### src/rtl/icebreaker_pkg.sv
// Shared types and default timing constants for the iCEBreaker button logic.
// Defaults assume the 12 MHz board clock.
package icebreaker_pkg;

  localparam int DebounceCycles  = 120_000;
  localparam int LongPressCycles = 12_000_000;

  typedef enum logic [1:0] {
    RELEASED,
    PRESS_PENDING,
    PRESSED,
    RELEASE_PENDING
  } debounce_state_e;

endpackage

### src/rtl/sync2.sv
// Two-flop synchronizer for a single asynchronous input bit.
// Both flops load RstVal while rst is high.
module sync2 #(
  parameter logic RstVal = 1'b1
) (
  input  logic clk,
  input  logic rst,
  input  logic d_i,
  output logic q_o
);

  logic meta_q;
  logic sync_q;

  always_ff @(posedge clk) begin
    if (rst) begin
      meta_q <= RstVal;
      sync_q <= RstVal;
    end else begin
      meta_q <= d_i;
      sync_q <= meta_q;
    end
  end

  assign q_o = sync_q;

endmodule

### src/rtl/button_debouncer.sv
// Debounces an active-low button; emits press, release and long-press pulses.
// All outputs are registered and derived from the next-state logic.
module button_debouncer #(
  parameter int DebounceCycles  = icebreaker_pkg::DebounceCycles,
  parameter int LongPressCycles = icebreaker_pkg::LongPressCycles
) (
  input  logic clk,
  input  logic rst,
  input  logic btn_n_i,
  output logic pressed_o,
  output logic press_o,
  output logic release_o,
  output logic long_press_o
);

  import icebreaker_pkg::*;

  if (DebounceCycles < 2) begin : g_bad_db
    $error("DebounceCycles must be >= 2");
  end
  if (LongPressCycles < 2) begin : g_bad_lp
    $error("LongPressCycles must be >= 2");
  end

  localparam int DW = $clog2(DebounceCycles);
  localparam int LW = $clog2(LongPressCycles);
  localparam logic [DW-1:0] DMax = DW'(DebounceCycles - 1);
  localparam logic [LW-1:0] LMax = LW'(LongPressCycles - 1);

  logic btn_sync;
  logic s;

  sync2 #(.RstVal(1'b1)) u_sync (
    .clk (clk),
    .rst (rst),
    .d_i (btn_n_i),
    .q_o (btn_sync)
  );

  assign s = ~btn_sync;

  debounce_state_e state_q, state_d;
  logic [DW-1:0]   cnt_q, cnt_d;
  logic [LW-1:0]   hold_q, hold_d;
  logic            done_q, done_d;
  logic            pressed_q, pressed_d;
  logic            press_q, press_d;
  logic            release_q, release_d;
  logic            long_q, long_d;

  always_ff @(posedge clk) begin
    if (rst) begin
      state_q   <= RELEASED;
      cnt_q     <= '0;
      hold_q    <= '0;
      done_q    <= 1'b0;
      pressed_q <= 1'b0;
      press_q   <= 1'b0;
      release_q <= 1'b0;
      long_q    <= 1'b0;
    end else begin
      state_q   <= state_d;
      cnt_q     <= cnt_d;
      hold_q    <= hold_d;
      done_q    <= done_d;
      pressed_q <= pressed_d;
      press_q   <= press_d;
      release_q <= release_d;
      long_q    <= long_d;
    end
  end

  always_comb begin
    state_d   = state_q;
    cnt_d     = cnt_q;
    hold_d    = hold_q;
    done_d    = done_q;
    press_d   = 1'b0;
    release_d = 1'b0;
    long_d    = 1'b0;
    unique case (state_q)
      RELEASED: begin
        if (s) begin
          state_d = PRESS_PENDING;
          cnt_d   = '0;
        end
      end
      PRESS_PENDING: begin
        if (!s) begin
          state_d = RELEASED;
          cnt_d   = '0;
        end else if (cnt_q == DMax) begin
          state_d = PRESSED;
          press_d = 1'b1;
          hold_d  = '0;
          done_d  = 1'b0;
        end else begin
          cnt_d = cnt_q + DW'(1);
        end
      end
      PRESSED: begin
        // Hold count saturates at LMax; done_q keeps the pulse to one per press.
        if (!s) begin
          state_d = RELEASE_PENDING;
          cnt_d   = '0;
        end else if (hold_q == LMax) begin
          if (!done_q) begin
            long_d = 1'b1;
            done_d = 1'b1;
          end
        end else begin
          hold_d = hold_q + LW'(1);
        end
      end
      RELEASE_PENDING: begin
        if (s) begin
          state_d = PRESSED;
          cnt_d   = '0;
        end else if (cnt_q == DMax) begin
          state_d   = RELEASED;
          release_d = 1'b1;
          cnt_d     = '0;
        end else begin
          cnt_d = cnt_q + DW'(1);
        end
      end
      default: state_d = RELEASED;
    endcase
    pressed_d = (state_d == PRESSED) ||
                (state_d == RELEASE_PENDING);
  end

  assign pressed_o    = pressed_q;
  assign press_o      = press_q;
  assign release_o    = release_q;
  assign long_press_o = long_q;

endmodule

### config.mk
export PLATFORM = sky130hd
export DESIGN_NAME = button_debouncer
export DESIGN_NICKNAME = d
export VERILOG_FILES = /design/src/rtl/icebreaker_pkg.sv /design/src/rtl/sync2.sv /design/src/rtl/button_debouncer.sv
export SDC_FILE = /design/constraint.sdc
export NUM_CORES = 1
export LEC_CHECK = 0
export CORE_UTILIZATION = 50
export CTS_CLUSTER_DIAMETER = 40
export DETAILED_ROUTE_END_ITERATION = 10
export PLACE_DENSITY = 0.67
export SLEW_MARGIN = 20
export SYNTH_ARGS = -nofsm -noshare
export SYNTH_HDL_FRONTEND = slang
export SYNTH_HIERARCHICAL = 1
export SYNTH_SLANG_ARGS = --single-unit
### constraint.sdc
create_clock -name clk -period 2.6 [get_ports clk]
set_clock_uncertainty 0.2 [all_clocks]
set_input_delay 0.26 -clock clk [delete_from_list [all_inputs] [get_ports clk]]
set_output_delay 0.26 -clock clk [all_outputs]
set_load 0.05 [all_outputs]
==> results_dict.tcl <==
set metrics [dict create \
    firstDrtPassIters 4 \
    pwr-share-seq 0.568 \
    clkLatencyLatePin_ps 300 \
    num_antenna_cells 0 \
    die_y_um 72.5 \
    cts.repair.resized 0 \
    via_per_inst 5.77 \
    ys_async_sr_fraction 0 \
    reg2reg_slack_ps 210 \
    tightest_slew_ps 551 \
    clkSinkCount 50 \
    fmax_mhz 419 \
    postLayoutCellArea_um2 2730 \
    grt_pass1_wl_mm 8.60 \
    placed_cells 358 \
    cts-root-buf "clkbuf_8" \
    drc 0 \
    period_share 0.919 \
    gp_congestion 0.875 \
    grt_max_degree 26 \
    wl_per_cell_um 13.9 \
    stdcell_count 366 \
    drive_gt1_frac 0.0870 \
    io_buffers 6 \
    cts_made_buffers 5 \
    cts_buffer_depth 2 \
    yosysSeqAreaShare 0.403 \
    hold_path_class "flop to flop" \
    vias 2111 \
    power_density_nw_per_um2 497 \
    syn_inst 291 \
    clkSlewWorstSetupHoldPaths_ps 90 \
    intPower_mw 1.07 \
    end_kind "flop" \
    cts_setup_buffers 0 \
    maxSlewHeadroom 0.629 \
    drtIter0Drc 154 \
    arrival_ps 2370 \
    ant_nets 0 \
    p_total_mw 1.36 \
    postLayoutCoreUtil 0.574 \
    rsz0062_at_grt "no" \
    crit_path_start_kind "flop" \
    leakagePower_nw 0.846 \
    dpl_cell_area_um2 2620 \
    maxCapViolCount 0 \
    peakVddDrop_mv 0.323 \
    fp-row-count 25 \
    ys.flop_type "dfxtp_1" \
    reg2reg_from "cnt_q[9]" \
    nets 303 \
    grt_pass1_vias 1819 \
    crit_type "flop to flop" \
    tns_ps 0 \
    required_ps 2580 \
    dpl.hpwl_mm 3.55 \
    run_status "complete, no violations" \
    synthToLayoutAreaGrowth_pct 9.82 \
    ys.warnings.count 6 \
    setup_viol 0 \
    fillers 452 \
    combPwrFrac 0.026 \
    hold_buffers 0 \
    die-area_um2 5260 \
    synth_most_common_cell "dfxtp_1" \
    maxSlewViolCount 0 \
    synth_largest_area_cell "dfxtp_1" \
    grt-ovfl-total 0 \
    cp-endpoint "hold_q[11]" \
    core_um2 4750 \
    clockPowerShare 0.406 \
    start_util 0.523 \
    netlist_top_cells_count "50 x dfxtp_1, 35 x nor2_1, 22 x xnor2_1, 20 x a21oi_1, 20 x nand2_1" \
    critPathLaunch "cnt_q[9]" \
    reg2reg_depth 5 \
    switchingPower_uw 289 \
    yosys_register_bits 50 \
    crit_fanout 25 \
    cts_tree "yes" \
    io_pins 7 \
    ys_types 49 \
    synth_top_area_frac 0.403 \
    synth_edf_count 0 \
    syn-num-nets 296 \
    synth_area_leaders "dfxtp_1 40%, xnor2_1 7.8%, nor2_1 5.3%" \
    reg2reg_to "hold_q[11]" \
    grt_usage 0.210 \
    post-route-min-period_ps 2390 \
    dieWidth_um 72.5 \
    syn_area_um2 2480 \
    postSynthAreaPerCell_um2 8.54 \
    drt_wl_total_mm 5.11 \
    antenna_found_initial 0 \
    finalHoldViolations 0 \
    cts_max_level 2 \
    sw_frac_of_total 0.213 \
]
[cell families after synthesis]
logic type | synth area share
AOI/OAI and AO/OA | 0.114
muxes | 0.00403
adders and majority gates | 0.0101
xor gates and xnor gates | 0.0846
DFF | 0.403
and+or+nand+nor | 0.352
buffers and inverters | 0.0322
[per-layer routing]
| metal | GRT usage | vias to the layer above | wire length [µm] |
|---|---|---|---|
| li1 | - | 1079 | - |
| met1 | 0.322 | 996 | 2730 |
| met3 | 0.0375 | 4 | 183 |
| met4 | 0.0763 | 0 | 60 |
| met2 | 0.289 | 32 | 2130 |
| met5 | 0 | - | 0 |
[layout by cell type, fill, tap and decap left out, types with 9 or more instances in the layout]
cell and instances:
nor3_1 13, xnor2_1 22, nand3_1 9, nor4_1 12
nand4_1 13, dfxtp_1 50, nor2_1 35, o21ai_0 9
a21oi_1 20, nand2_1 20
[layout make-up]
cell class	count	area, µm²	share of cell area
tap	67	83.8	0.0307
multi-input combinational	224	1400	0.514
clock buffer	5	68.8	0.0252
timing repair buffer	13	113	0.0413
sequential	50	1000	0.367
inverter	4	15.0	0.00550
clock inverter	3	43.8	0.0160
[flip-flops by register name (all words and copies together) (netlist names)]
name,cells
cnt_q,17
release_o,1
u_sync/meta_q,1
state_q,2
press_o,1
u_sync/q_o,1
pressed_o,1
hold_q,24
done_q,1
long_press_o,1
[critical path: stages (launching register included)]
cell,delay [ps]
dfxtp_1,370
or4b_2,690
nor4_1,460
a21o_1,180
buf_4,260
nor3_1,100
[power groups by stage]
stage	clock network, mW	logic (mW)	registers (mW)
3_3_place_gp	0	0.0352	0.788
2_1_floorplan	0	0.0272	0.785
4_1_cts	0.571	0.0358	0.770
3_5_place_dp	0	0.0355	0.788
5_1_grt	0.599	0.0381	0.771
6_report	0.551	0.0352	0.770
[worst min-delay path by stage]
stage / slack [ps] / from / cells after the start / to
final: 220 / u_sync/meta_q / 1 / u_sync/q_o
after global routing: 240 / u_sync/meta_q / 1 / u_sync/q_o
after CTS: 230 / u_sync/meta_q / 1 / u_sync/q_o
after detailed placement: 200 / u_sync/meta_q / 1 / u_sync/q_o
after global placement: 200 / u_sync/meta_q / 1 / u_sync/q_o
after floorplan: 140 / rst / 1 / release_o
[metrics by stage]
stage	worst slack, ps	hold slack [ps]
2_1_floorplan	447	138
3_3_place_gp	250	203
3_5_place_dp	269	199
4_1_cts	236	228
5_1_grt	92.1	242
6_report	211	221
No activity file was read; power rests on OpenSTA's default activity.
